===== src/rtl/viterbi_pkg.sv =====
// Shared types for the Viterbi frame sequencer.
// Frame FSM states and the 2-bit channel symbol.
package viterbi_pkg;

  typedef enum logic [2:0] {
    IDLE,
    LOAD,
    DATA,
    TAIL,
    FLUSH,
    DRAIN,
    DONE
  } frame_state_t;

  typedef logic [1:0] sym_t;

  localparam sym_t SYM_ZERO = 2'b00;

endpackage


===== src/rtl/viterbi_drain_timer.sv =====
// Counts consecutive core-idle cycles while draining.
// Expires on the cycle the count would reach DRAIN_CYC.
module viterbi_drain_timer #(
  parameter int DRAIN_CYC = 8
) (
  input  logic clk,
  input  logic rst_n,
  input  logic restart,
  input  logic en,
  output logic expired
);

  localparam int CW = $clog2(DRAIN_CYC + 1);
  localparam logic [CW-1:0] TOP  = CW'(DRAIN_CYC);
  localparam logic [CW-1:0] LAST = CW'(DRAIN_CYC - 1);

  logic [CW-1:0] cnt;

  always_ff @(posedge clk or negedge rst_n) begin
    if (!rst_n) begin
      cnt <= '0;
    end else if (!en || restart) begin
      cnt <= '0;
    end else if (cnt != TOP) begin
      cnt <= cnt + 1'b1;
    end
  end

  assign expired = en && !restart && (cnt == LAST);

endmodule


===== src/rtl/viterbi_frame_ctrl.sv =====
// Frame sequencer feeding tt_um_viterbi_core: data, tail, flush, drain.
// Optional VITERBI_FRAME_STATS_EN adds frame/error statistics ports.
module viterbi_frame_ctrl
  import viterbi_pkg::*;
#(
  parameter int K         = 3,
  parameter int LEN_W     = 8,
  parameter int FLUSH_MAX = 64,
  parameter int DRAIN_CYC = 8
) (
  input  logic             clk,
  input  logic             rst_n,
  input  logic             cfg_start,
  input  logic [LEN_W-1:0] cfg_len,
  output logic             busy,
  output logic             done,
  output logic             err,
  input  logic             s_sym_valid,
  output logic             s_sym_ready,
  input  sym_t             s_sym,
  output logic             core_sym_valid,
  input  logic             core_sym_ready,
  output sym_t             core_sym,
  output logic             core_force_state0,
  input  logic             core_bit_valid,
  input  logic             core_bit,
  output logic             m_bit_valid,
  output logic             m_bit,
  output logic             m_bit_last
`ifdef VITERBI_FRAME_STATS_EN
  ,
  output logic [15:0]      stat_frames,
  output logic [15:0]      stat_errs
`endif
);

  localparam int M  = K - 1;
  localparam int FW = $clog2(FLUSH_MAX + 1);
  localparam logic [LEN_W-1:0] M_LAST = LEN_W'(M - 1);
  localparam logic [FW-1:0]    F_LAST = FW'(FLUSH_MAX - 1);

  frame_state_t     state;
  logic [LEN_W-1:0] n_len;
  logic [LEN_W-1:0] sym_cnt;
  logic [LEN_W-1:0] out_cnt;
  logic [FW-1:0]    flush_cnt;
  logic             err_flag;
  logic             hold;
  logic             xfer;
  logic             out_full;
  logic             bit_ok;
  logic             drain_exp;

  assign out_full = (out_cnt == n_len);
  assign xfer     = core_sym_valid && core_sym_ready;
  assign bit_ok   = core_bit_valid && !out_full &&
                    (state inside {DATA, TAIL, FLUSH});

  // A stalled flush symbol stays offered even once the bit quota is met.
  always_comb begin
    s_sym_ready    = 1'b0;
    core_sym_valid = 1'b0;
    core_sym       = SYM_ZERO;
    unique case (state)
      DATA: begin
        core_sym_valid = s_sym_valid;
        core_sym       = s_sym;
        s_sym_ready    = core_sym_ready;
      end
      TAIL:    core_sym_valid = 1'b1;
      FLUSH:   core_sym_valid = hold || !out_full;
      default: ;
    endcase
  end

  viterbi_drain_timer #(
    .DRAIN_CYC(DRAIN_CYC)
  ) u_drain (
    .clk    (clk),
    .rst_n  (rst_n),
    .restart(core_bit_valid),
    .en     (state == DRAIN),
    .expired(drain_exp)
  );

  always_ff @(posedge clk or negedge rst_n) begin
    if (!rst_n) begin
      state             <= IDLE;
      n_len             <= '0;
      sym_cnt           <= '0;
      out_cnt           <= '0;
      flush_cnt         <= '0;
      err_flag          <= 1'b0;
      hold              <= 1'b0;
      busy              <= 1'b0;
      done              <= 1'b0;
      err               <= 1'b0;
      core_force_state0 <= 1'b0;
      m_bit_valid       <= 1'b0;
      m_bit             <= 1'b0;
      m_bit_last        <= 1'b0;
    end else begin
      done              <= 1'b0;
      err               <= 1'b0;
      core_force_state0 <= 1'b0;
      m_bit_valid       <= bit_ok;
      m_bit             <= bit_ok && core_bit;
      m_bit_last        <= bit_ok && (out_cnt == n_len - 1'b1);
      hold              <= core_sym_valid && !core_sym_ready;
      if (bit_ok) out_cnt <= out_cnt + 1'b1;
      unique case (state)
        IDLE: begin
          if (cfg_start) begin
            n_len     <= cfg_len;
            sym_cnt   <= '0;
            out_cnt   <= '0;
            flush_cnt <= '0;
            busy      <= 1'b1;
            if (cfg_len == '0) begin
              err_flag <= 1'b1;
              done     <= 1'b1;
              err      <= 1'b1;
              state    <= DONE;
            end else begin
              err_flag          <= 1'b0;
              core_force_state0 <= 1'b1;
              state             <= LOAD;
            end
          end
        end
        LOAD: state <= DATA;
        DATA: begin
          if (xfer) begin
            if (sym_cnt == n_len - 1'b1) begin
              sym_cnt <= '0;
              state   <= TAIL;
            end else begin
              sym_cnt <= sym_cnt + 1'b1;
            end
          end
        end
        TAIL: begin
          if (xfer) begin
            if (sym_cnt == M_LAST) begin
              sym_cnt <= '0;
              state   <= FLUSH;
            end else begin
              sym_cnt <= sym_cnt + 1'b1;
            end
          end
        end
        FLUSH: begin
          if (xfer) flush_cnt <= flush_cnt + 1'b1;
          if (xfer && flush_cnt == F_LAST) begin
            err_flag <= 1'b1;
            state    <= DRAIN;
          end else if (out_full && (xfer || !hold)) begin
            state <= DRAIN;
          end
        end
        DRAIN: begin
          if (drain_exp) begin
            done  <= 1'b1;
            err   <= err_flag;
            state <= DONE;
          end
        end
        DONE: begin
          busy  <= 1'b0;
          state <= IDLE;
        end
        default: state <= IDLE;
      endcase
    end
  end

`ifdef VITERBI_FRAME_STATS_EN
  always_ff @(posedge clk or negedge rst_n) begin
    if (!rst_n) begin
      stat_frames <= '0;
      stat_errs   <= '0;
    end else if (done) begin
      if (stat_frames != 16'hFFFF) stat_frames <= stat_frames + 1'b1;
      if (err && stat_errs != 16'hFFFF) stat_errs <= stat_errs + 1'b1;
    end
  end
`endif

endmodule


===== config.mk =====
export PLATFORM = sky130hd
export DESIGN_NAME = viterbi_frame_ctrl
export DESIGN_NICKNAME = d
export VERILOG_FILES = /design/src/rtl/viterbi_pkg.sv /design/src/rtl/viterbi_drain_timer.sv /design/src/rtl/viterbi_frame_ctrl.sv
export SDC_FILE = /design/constraint.sdc
export NUM_CORES = 1
export LEC_CHECK = 0
export CAP_MARGIN = 20
export CORE_MARGIN = 8
export CORE_UTILIZATION = 45
export DETAILED_ROUTE_END_ITERATION = 16
export MAX_ROUTING_LAYER = met4
export PLACE_DENSITY = 0.7
export SETUP_SLACK_MARGIN = 0.5
export SLEW_MARGIN = 20
export SYNTH_ARGS = -nofsm -noshare
export SYNTH_HDL_FRONTEND = slang
export SYNTH_SLANG_ARGS = --single-unit

===== constraint.sdc =====
create_clock -name clk -period 3 [get_ports clk]
set_input_delay 0.6 -clock clk [delete_from_list [all_inputs] [get_ports clk]]
set_output_delay 0.6 -clock clk [all_outputs]
set_load 0.01 [all_outputs]

==> summary.md, run 1 <==
| Metric | Value |
|---|---|
| First-pass GRT wire length | 10600 microns |
| Synth warn | 0 |
| Synth Instances | 320 |
| Share of post-route cells with drive strength above 1 | 16.8% |
| Area Overhead vs Synth | 21.2% |
| CTS Sinks | 47 |
| Die W | 95.3 microns |
| Die height | 95.3 microns |
| Mapped Nets | 344 |
| Clk_skew | 5.12 ps |
| Vias per std cell | 5.53 |
| Leak | 1.50 nW |
| CTS tree | built |
| Most frequent cells in the layout | nand2_1, dfrtp_1, xor2_1, nor2_1, clkdlybuf4s50_1 |
| Max Cap Violations | 0 |
| Synth top area share | 41.6% |
| Setup violations, final | 0 |
| Routed WL | 6530 microns |
| Starting Density | 45.6% |
| HP Class | primary input to async pin |
| Tightest Pin Transition | 742 ps |
| Register area share after synthesis | 41.6% |
| Pre-CTS setup slack | just over 300 ps |
| CTS Hold Bufs | 0 |
| Core area | 6200 sq um |
| Top Ports | 28 |
| WS Path Type | flop to flop |
| Vias in the first global route | 2277 |
| DRC viols | 0 |
| Leading area contributor after synthesis | dfrtp_1 |
| Dpl hpwl | roughly 4600 microns |
| Register bit total from synthesis | between 40 and 50 |
| Worst-Skew Late Latency | 310 ps |
| Pwr/cell area | 508 nW/um^2 |
| Cts bufs inserted | 5 |
| Top Usage Layer GRT | met2 |
| Worst Slack Setup Final | 590 ps |
| Fill cells | 558 |
| Post-synth EDFFs | 0 |
| GR met2 Demand/Resource | 24.9% |
| Antenna diodes | 0 |
| Min Hold Slack | between 200 and 300 ps |
| Final core occ | 55.2% |
| Fin nets | 386 |
| Synthesized cell area | approximately 2800 sq um |
| Slew Viols, Final | 0 |
| Die ar. | 9070 sq um |
| Most common cell after layout, fill and taps aside | nand2_1 |
| Grt ovf | 0 |
| Worst-path clk slew | around 90 ps |
| Outcome | completed |
| Worst setup EP type | flop |
| Peak supply drop | 0.274 mV |
| Main area contributors after synthesis | dfrtp_1, xor2_1, nand2_1 |
| Slew headroom | approximately half |
| Fin cells | between 400 and 500 |
| Syn Area/Cell | 8.83 sq um |
| Top_reg_cell synth | dfrtp_1 |
| Wirelength per Cell | 14.8 microns |
| Met3 Use GR | under 10% |
| Arr. time, crit path | 2600 ps |
| CTS Buffer Depth | 2 |
| Root buf cell | clkbuf_8 |
| Placed Cells | 417 |
| GRT Overall Usage | 15.1% |
| GRT met1 Usage | 18.3% |
| Final Hold Fails | 0 |
| Highest clock rate | around 410 MHz |
| Pin count of the biggest net entering global routing | 28 |
| Setup TNS | 0 ps |
| FFs w/ async S/R, synth | 100% |
| Initial DRC count | between 100 and 150 |
| DRT Pass-1 Iters | 4 |
| Tmin final | roughly 2400 ps |
| Vias | 2432 |
| Tcrit/Tclk final | 80.3% |
| Htree depth | 2 |
| RSZ-0062 raised after global routing | false |
| Worst EP required | 3190 ps |
| Gpl congestion | 0.856 |
| Initial antenna violation count | 0 |
| Number of port buffers | 27 |
| CP Launch Type | flop |
| Rows | 29 |
| Synth unique cells | 52 |
| DRT antenna net count | 0 |
| Critical path fanouts, max | 9 |
==> worst max-delay path: stages, from the launching register on <==
cell	delay (ps)
dfrtp_1	440
inv_1	120
ha_4	210
o21ba_2	190
a221oi_1	280
a41oi_1	110
or3_4	430
a21oi_2	180
mux2_1	340
==> power breakdown <==
part	internal [mW]	switching, mW	leakage, nW
Clock	0.168	0.228	0.0418
Sequential	0.713	0.110	0.568
Combinational	0.265	0.257	0.894
Total	1.15	0.595	1.50
==> path summary, 6_finish.rpt <==
path	cells past startpoint	slack (ps)	end	start
worst min-delay path	1	280	flush_cnt[3]$_DFFE_PN0P_	rst_n
worst min register to register	2	520	n_len[6]$_DFFE_PN0P_	n_len[6]$_DFFE_PN0P_
worst max-delay path	8	590	state[0]$_DFFE_PN0P_	n_len[1]$_DFFE_PN0P_
min in group clk	2	520	n_len[6]$_DFFE_PN0P_	n_len[6]$_DFFE_PN0P_
max in group asynchronous	2	1980	state[0]$_DFFE_PN0P_	rst_n
worst max register to register	8	590	state[0]$_DFFE_PN0P_	n_len[1]$_DFFE_PN0P_
==> state kept, by name (all words and copies together), names as in the netlist <==
register	count
n_len	8
out_cnt	8
sym_cnt	8
flush_cnt	7
u_drain.cnt	4
state	3
busy	1
core_force_state0	1
done	1
err	1
err_flag	1
hold	1
m_bit	1
m_bit_last	1
m_bit_valid	1
==> cell families (layout without fill, tap and decap cells) <==
| group | Yosys count | after routing | share of synthesized area [%] |
|---|---|---|---|
| buffers and inverters | 29 | 72 | 4.47 |
| muxes | 3 | 3 | 1.11 |
| adders and majority gates | 7 | 7 | 3.10 |
| DFF | 47 | 47 | 41.6 |
| xor gates and xnor gates | 37 | 37 | 12.0 |
| AOI/OAI and AO/OA | 56 | 56 | 12.7 |
| and+or+nand+nor | 141 | 141 | 25.0 |
==> per-stage QoR <==
step	instance area, sq um	power (mW)
3_3_place_gp	3170	1.29
3_5_place_dp	3170	1.30
4_1_cts	3280	1.71
2_1_floorplan	2830	1.15
5_1_grt	3430	1.85
6_report	3430	1.74
==> what timing repair did <==
action	in CTS	in global routing
pin swaps	0	2
endpoints found under the setup margin	13	13
buffers inserted	1	14
gates resized for setup	10	13
==> synth_stat cells (3+ instances only) <==
master     n
nor3b_1    3
buf_2      4
and2_1     4
dfrtp_1   47
nand3b_1   3
inv_1     14
clkbuf_1   8
nor3_1     8
or3_1      5
and3_1     4
nand2_1   46
nor2_1    25
ha_1       7
nand3_1   14
o211ai_1   3
nor4_1     4
xnor2_1   11
o21ai_0   17
or2_2      8
xor2_1    25
nand4_1    7
a21oi_1   14
==> area by class of cell <==
type | instances | area, sq um | area share (%)
multi-input cells | 244 | 1560 | 45.6
flip-flops and latches | 47 | 1190 | 34.7
repair buffers | 50 | 435 | 12.7
well taps | 77 | 96.3 | 2.81
clock buffers | 6 | 72.6 | 2.12
inverters | 14 | 52.6 | 1.53
clock inverters | 2 | 16.3 | 0.475
==> metal layers <==
layer	vias to the layer above	part of all wire, %
li1	1184	-
met1	1190	44
met2	51	50
met3	7	4.5
met4	0	1.2
met5	-	0
Note: power is estimated with default switching activity, not from simulation.
==> run 2: changes to the inputs <==
--- a/config.mk
+++ b/config.mk
@@ -10,7 +10,7 @@
 export CORE_UTILIZATION = 45
 export DETAILED_ROUTE_END_ITERATION = 16
 export MAX_ROUTING_LAYER = met4
-export PLACE_DENSITY = 0.7
+export PLACE_DENSITY = 0.73
 export SETUP_SLACK_MARGIN = 0.5
 export SLEW_MARGIN = 20
 export SYNTH_ARGS = -nofsm -noshare
==> constraint.sdc (replaced) <==
create_clock -name clk -period 2 [get_ports clk]
set_input_delay 0.4 -clock clk [delete_from_list [all_inputs] [get_ports clk]]
set_output_delay 0.4 -clock clk [all_outputs]
set_load 0.01 [all_outputs]
==> run 2 against run 1 <==
The flow now finishes with violations (setup timing). Sequential power is 48% higher. Fmax increased by 0.85%. Largest power group is now combinational logic. Final area is 30% higher. Routed wire length increased by 38%. First-iteration DRC count is 2.8% higher. Combinational power grew to 2.7 times the previous value. Clock power up 56%. Cell count grew 18%. Critical endpoint is now state[1]$_DFFE_PN0P_. Core utilization rose by 17 points. Critical path depth increased by 1.
==> summary.md, run 2 (synthesis gave the netlist of run 1 again) <==
| Metric | Value |
|---|---|
| Die W | 95.3 microns (unchanged) |
| CP Launch Type | flop (unchanged) |
| Crit-path max cell delay | 460 ps (was 440 ps) |
| RSZ-0062 raised after global routing | true (was false) |
| Worst EP required | 2250 ps (was 3190 ps) |
| WS Path Type | flop to flop (unchanged) |
| Number of port buffers | 27 (unchanged) |
| Starting Density | 45.6% (unchanged) |
| Placed Cells | 480 (was 417) |
| Critical-path top delay cell | dfrtp_2 (was dfrtp_1) |
| Leak | 2.00 nW (was 1.50 nW) |
| Tmin final | 2390 ps (was 2410 ps) |
| Htree depth | 2 (unchanged) |
| Die ar. | 9070 sq um (unchanged) |
| Outcome | complete, but fails checks (was completed) |
| Cts bufs inserted | 5 (unchanged) |
| Worst-Skew Late Latency | 310 ps (about the same) |
| Top Ports | 28 (unchanged) |
| CP most frequent cell | buf_4 |
| Initial antenna violation count | 0 (unchanged) |
| Most common cell after layout, fill and taps aside | buf_4 (was nand2_1) |
| Tcrit/Tclk final | 119% (was 80.3%) |
| CTS Buffer Depth | 2 (unchanged) |
| Crit path depth | 9 (was 8) |
| Wirelength per Cell | 17.3 microns (was 14.8 microns) |
| CTS Sinks | 47 (unchanged) |
| GRT Overall Usage | 18.8% (was 15.1%) |
| Fin cells | 519 (was 440) |
| Tightest Pin Transition | 398 ps (was 742 ps) |
| FF-to-FF path depth | 9 (was 8) |
| Initial DRC count | 149 (was 145) |
| Dpl hpwl | 5490 microns (was 4600 microns) |
| Rows | 29 (unchanged) |
| Crit path launch | out_cnt[5]$_DFF_PN0_ (was n_len[1]$_DFFE_PN0P_) |
| Vias per std cell | 5.54 (was 5.53) |
| Worst path bufs/invs | 3 (was 1) |
| R2R Path End | state[1]$_DFFE_PN0P_ (was state[0]$_DFFE_PN0P_) |
| Root buf cell | clkbuf_8 (unchanged) |
| Pin count of the biggest net entering global routing | 23 (was 28) |
| Worst flop-to-flop path startpoint | out_cnt[5]$_DFF_PN0_ (was n_len[1]$_DFFE_PN0P_) |
| Critical path fanouts, max | 3 (was 9) |
| Clk_skew | 4.99 ps (was 5.12 ps) |
| Max Cap Violations | 0 (unchanged) |
| Setup TNS | -6540 ps (was 0 ps) |
| Failing checks | setup timing |
| Critical-path cell list | xor2_2 -> nor4_4 -> buf_4 -> buf_6 -> a21oi_1 -> a2111o_1 -> buf_4 -> o41ai_2 -> a211o_1 (was inv_1 -> ha_4 -> o21ba_2 -> a221oi_1 -> a41oi_1 -> or3_4 -> a21oi_2 -> mux2_1) |
| Antenna diodes | 0 (unchanged) |
| Largest regs | n_len x8, out_cnt x8, sym_cnt x8 (unchanged) |
| First-pass GRT wire length | 13100 microns (was 10600 microns) |
| Fin nets | 465 (was 386) |
| Share of post-route cells with drive strength above 1 | 45.0% (was 16.8%) |
| Slew Viols, Final | 0 (unchanged) |
| Vias | 2875 (was 2432) |
| HP Class | primary input to async pin (unchanged) |
| Pre-CTS setup slack | -357 ps (was 311 ps) |
| Final Hold Fails | 0 (unchanged) |
| R2R Setup Slk | -390 ps (was 590 ps) |
| Met1 wire length | 3580 microns (was 2870 microns) |
| Grt ovf | 0 (unchanged) |
| Arr. time, crit path | 2640 ps (was 2600 ps) |
| Met3 routed WL | 342 microns (was 291 microns) |
| Worst-path clk slew | 100 ps (was 90 ps) |
| Setup crit end | state[1]$_DFFE_PN0P_ (was state[0]$_DFFE_PN0P_) |
| Top sig layer | met4 (unchanged) |
| DRT Pass-1 Iters | 4 (unchanged) |
| Worst Slack Setup Final | -390 ps (was 590 ps) |
| DRT antenna net count | 0 (unchanged) |
| Vias in the first global route | 2832 (was 2277) |
| Setup violations, final | 31 (was 0) |
| Slew headroom | 73.2% (was 50.5%) |
| Highest clock rate | 418 MHz (was 415 MHz) |
| Worst setup EP type | flop (unchanged) |
| Pwr/cell area | 733 nW/um^2 (was 508 nW/um^2) |
| Peak supply drop | 0.538 mV (was 0.274 mV) |
| Power Total | 3.26 mW (was 1.74 mW) |
| CTS tree | built (unchanged) |
| Die height | 95.3 microns (unchanged) |
| Length of routed met2 wiring | 4770 microns (was 3290 microns) |
| DRC viols | 0 (unchanged) |
| Area Overhead vs Synth | 57.7% (was 21.2%) |
| Min Hold Slack | 444 ps (was 280 ps) |
| Gpl congestion | 0.850 (was 0.856) |
| CP top delay family | compound AO/OA/AOI/OAI gates (unchanged) |
| Routed WL | 9000 microns (was 6530 microns) |
| Core area | 6200 sq um (unchanged) |
| Most frequent cells in the layout | buf_4, nand2_1, dfrtp_1 (was nand2_1, dfrtp_1, xor2_1, nor2_1, clkdlybuf4s50_1) |
## run 2: changes by cell type in the layout (fill, tap and decap cells not counted), moves of 5 or more
cell,before,now
buf_4,23,84
buf_6,0,19
clkdlybuf4s50_1,24,15
dlygate4sd2_1,0,7
nand2_1,45,38
nand2_2,1,6
o21ai_0,17,10
o21ai_2,0,6
xor2_1,25,18
xor2_2,0,6
## run 2: layer usage
layer	global-route usage, %	up-vias
li1	-	1346
met1	21.7	1426
met2	31.8	71
met3	2.99	32
met4	7.28	0
met5	-	-
## run 2: how the worst min path moves through the flow
stage               slack (ps)                        to  start  cells past startpoint
finish                     440  flush_cnt[3]$_DFFE_PN0P_  rst_n                      2
global placement           240  flush_cnt[3]$_DFFE_PN0P_  rst_n                      1
CTS                        440  flush_cnt[3]$_DFFE_PN0P_  rst_n                      2
global route               450  flush_cnt[3]$_DFFE_PN0P_  rst_n                      2
floorplan                  100          busy$_DFFE_PN0P_  rst_n                      0
detailed placement         250  flush_cnt[3]$_DFFE_PN0P_  rst_n                      1
## run 2: layout make-up
class	instances	area (sq um)
Multi-Input combinational cell	245	1950
Fill cell	395	1750
Sequential cell	47	1190
Timing Repair Buffer	128	1080
Tap cell	77	96.3
Clock buffer	6	72.6
Inverter	14	55.1
Clock inverter	2	16.3
## run 2: what timing repair did
action                     in CTS  in global routing
pin swaps                      13                 36
setup endpoints to repair      53                 46
cloned                          0                  3
hold endpoints to repair        6                  0
hold buffers                    1                  0
buffers inserted               13                 14
gates resized for setup        58                 68
## run 2: through the flow
| stage | instance area [sq um] | util, % |
|---|---|---|
| 6_report | 4460 | 71.8 |
| 5_1_grt | 4460 | 71.8 |
| 4_1_cts | 4050 | 65.3 |
| 3_5_place_dp | 3750 | 60.4 |
| 3_3_place_gp | 3750 | 60.4 |
| 2_1_floorplan | 2950 | - |
## run 2: report_power, final
| group | internal, mW | switching [mW] |
|---|---|---|
| Sequential | 1.07 | 0.150 |
| Clock | 0.252 | 0.366 |
| Combinational | 0.752 | 0.676 |
| Total | 2.07 | 1.19 |
==> run 3: changes to the inputs <==
--- a/config.mk
+++ b/config.mk
@@ -5,12 +5,14 @@
 export SDC_FILE = /design/constraint.sdc
 export NUM_CORES = 1
 export LEC_CHECK = 0
-export CAP_MARGIN = 20
+export CAP_MARGIN = 30
+export CELL_PAD_IN_SITES_DETAIL_PLACEMENT = 1
+export CELL_PAD_IN_SITES_GLOBAL_PLACEMENT = 1
 export CORE_MARGIN = 8
-export CORE_UTILIZATION = 45
+export CORE_UTILIZATION = 39
 export DETAILED_ROUTE_END_ITERATION = 16
 export MAX_ROUTING_LAYER = met4
-export PLACE_DENSITY = 0.73
+export PLACE_DENSITY = 0.8
 export SETUP_SLACK_MARGIN = 0.5
 export SLEW_MARGIN = 20
 export SYNTH_ARGS = -nofsm -noshare
==> run 3 against run 2 <==
Largest cell class unchanged. Flip-flop and latch count did not move. Sequential share of layout area shrank 1.2 points. Hold slack worse by 410 ps. The flow still finishes with violations (setup timing). Die area is 13% higher.
==> summary.md, run 3 (synthesis gave the netlist of run 1 again) <==
| Metric | Value |
|---|---|
| Outcome | complete, but fails checks (unchanged) |
| Failing checks | setup timing (unchanged) |
| Area Overhead vs Synth | 64.3% (was 57.7%) |
| Power Total | 3.41 mW (was 3.26 mW) |
| Die W | 101 microns (was 95.3 microns) |
| Fin nets | 476 (was 465) |
| Peak supply drop | 0.344 mV (was 0.538 mV) |
| Htree depth | 2 (unchanged) |
| CTS Sinks | 47 (unchanged) |
| Crit-path max cell delay | 560 ps (was 460 ps) |
| Number of port buffers | 27 (unchanged) |
| R2R Setup Slk | -600 ps (was -390 ps) |
| Top Ports | 28 (unchanged) |
| Max Cap Violations | 0 (unchanged) |
| Sequential Power Share | 35.5% (was 37.3%) |
| Root buf cell | clkbuf_8 (unchanged) |
| Dpl hpwl | 6610 microns (was 5490 microns) |
| Initial antenna violation count | 0 (unchanged) |
| Final core occ | 65.1% (was 71.8%) |
| Min Hold Slack | 35.4 ps (was 444 ps) |
| Worst EP required | 2210 ps (was 2250 ps) |
| Slew Viols, Final | 0 (unchanged) |
| Highest clock rate | 385 MHz (was 418 MHz) |
| DRC viols | 0 (unchanged) |
| CTS Buffer Depth | 2 (unchanged) |
| Worst flop-to-flop path startpoint | sym_cnt[1]$_DFFE_PN0P_ (was out_cnt[5]$_DFF_PN0_) |
| Largest regs | n_len x8, out_cnt x8, sym_cnt x8 (unchanged) |
| Worst-path clk slew | 110 ps (was 100 ps) |
| R2R Path End | state[0]$_DFFE_PN0P_ (was state[1]$_DFFE_PN0P_) |
| Share of post-route cells with drive strength above 1 | 47.5% (was 45.0%) |
| Vias | 3303 (was 2875) |
| Critical-path top delay cell | nor4bb_1 (was dfrtp_2) |
| Vias in the first global route | 3396 (was 2832) |
| Vias per std cell | 5.98 (was 5.54) |
| GRT Overall Usage | 24.0% (was 18.8%) |
| Die ar. | 10200 sq um (was 9070 sq um) |
| CTS Hold Bufs | 0 (was 1) |
| Placed Cells | 505 (was 480) |
| CTS tree | built (unchanged) |
| DRT Pass-1 Iters | 5 (was 4) |
| Most common cell after layout, fill and taps aside | buf_4 (unchanged) |
| Setup violations, final | 31 (unchanged) |
| Starting Density | 39.6% (was 45.6%) |
| Sw Share | 41.0% (was 36.5%) |
| CP most frequent cell | a21oi_2 (was buf_4) |
| CP Launch Type | flop (unchanged) |
| Gpl congestion | 0.795 (was 0.850) |
| Routed WL | 15100 microns (was 9000 microns) |
| Clk_skew | 9.34 ps (was 4.99 ps) |
| Core area | 7140 sq um (was 6200 sq um) |
| Cts bufs inserted | 5 (unchanged) |
| Leak | 2.09 nW (was 2.00 nW) |
| Sw power | 1.40 mW (was 1.19 mW) |
| Arr. time, crit path | 2810 ps (was 2640 ps) |
| HP Class | primary input to async pin (unchanged) |
| Slew headroom | 59.0% (was 73.2%) |
| FF-to-FF path depth | 7 (was 9) |
| Antenna diodes | 0 (unchanged) |
| Pin count of the biggest net entering global routing | 29 (was 23) |
| Most frequent cells in the layout | buf_4, dfrtp_1, nand2_1 (was buf_4, nand2_1, dfrtp_1) |
| Critical-path cell list | inv_1 -> ha_1 -> nor4bb_1 -> a21oi_2 -> a2111o_1 -> a21oi_2 -> mux2_4 (was xor2_2 -> nor4_4 -> buf_4 -> buf_6 -> a21oi_1 -> a2111o_1 -> buf_4 -> o41ai_2 -> a211o_1) |
| RSZ-0062 raised after global routing | true (unchanged) |
| Critical path fanouts, max | 3 (unchanged) |
| Fin cells | 552 (was 519) |
| Final Hold Fails | 0 (unchanged) |
| Setup TNS | -11050 ps (was -6540 ps) |
| Tmin final | 2600 ps (was 2390 ps) |
| Pre-CTS setup slack | -341 ps (was -357 ps) |
| Wirelength per Cell | 27.3 microns (was 17.3 microns) |
| Rows | 31 (was 29) |
| DRT antenna net count | 0 (unchanged) |
| Area after DPL | 3810 sq um (was 3750 sq um) |
| Die height | 101 microns (was 95.3 microns) |
| Clock Power Share | 18.9% (about the same) |
| Pwr/cell area | 734 nW/um^2 (was 733 nW/um^2) |
| Grt ovf | 0 (unchanged) |
| Gate power share | 45.6% (was 43.7%) |
| Worst setup EP type | flop (unchanged) |
| WS Path Type | flop to flop (unchanged) |
| Tightest Pin Transition | 607 ps (was 398 ps) |
| First-pass GRT wire length | 18200 microns (was 13100 microns) |
| Worst Slack Setup Final | -601 ps (was -390 ps) |
| Int Power | 2.01 mW (was 2.07 mW) |
| Initial DRC count | 228 (was 149) |
| Tcrit/Tclk final | 130% (was 119%) |
| Design Area, Final | 4640 sq um (was 4460 sq um) |
| Worst-Skew Late Latency | 330 ps (was 310 ps) |
run 3: how the worst max path moves through the flow:
stage                      startpoint                   end  slack [ps]  depth (start not counted)
2_1_floorplan    n_len[0]$_DFFE_PN0P_  state[0]$_DFFE_PN0P_        -170                          9
3_3_place_gp           core_bit_valid  state[0]$_DFFE_PN0P_        -320                          6
3_5_place_dp           core_bit_valid  state[0]$_DFFE_PN0P_        -340                          6
4_1_cts          out_cnt[6]$_DFF_PN0_  state[0]$_DFFE_PN0P_        -330                          8
5_1_grt        sym_cnt[1]$_DFFE_PN0P_  state[0]$_DFFE_PN0P_        -630                          7
6_report       sym_cnt[1]$_DFFE_PN0P_  state[0]$_DFFE_PN0P_        -600                          7
run 3: per-layer routing:
| metal | vias to the layer above | global-route usage [%] | share of wire [%] |
|---|---|---|---|
| li1 | 1363 | - | - |
| met1 | 1697 | 25.3 | 39 |
| met2 | 168 | 43.0 | 51 |
| met3 | 75 | 3.16 | 4.5 |
| met4 | 0 | 12.1 | 6.2 |
| met5 | - | - | 0 |
run 3: final cells by class:
class | instances | area (sq um)
clock inverter | 2 | 16.3
multi-input combinational | 244 | 1990
fill | 787 | 2490
timing repair buffer | 140 | 1200
tap | 99 | 124
sequential | 47 | 1180
inverter | 14 | 52.6
clock buffer | 6 | 72.6
run 3: critical path, delay by kind of cell (launching register included):
kind | cells | cell delay, ps
compound gates | 3 | 940
fa+ha+maj | 1 | 140
simple gates | 1 | 560
buf+inv | 1 | 80
flops | 1 | 430
mux | 1 | 330
run 3: power by group through the flow:
stage	logic (mW)	registers, mW	clock network [mW]
2_1_floorplan	0.633	1.19	0
3_3_place_gp	1.01	1.18	0
3_5_place_dp	1.08	1.19	0
4_1_cts	1.23	1.19	0.621
5_1_grt	1.63	1.22	0.674
6_report	1.55	1.21	0.644
run 3: what timing repair did:
item	in CTS	in global routing
setup buffers	22	15
pin swaps	15	31
cloned	2	0
gates resized for setup	68	77
setup endpoints to repair	53	49
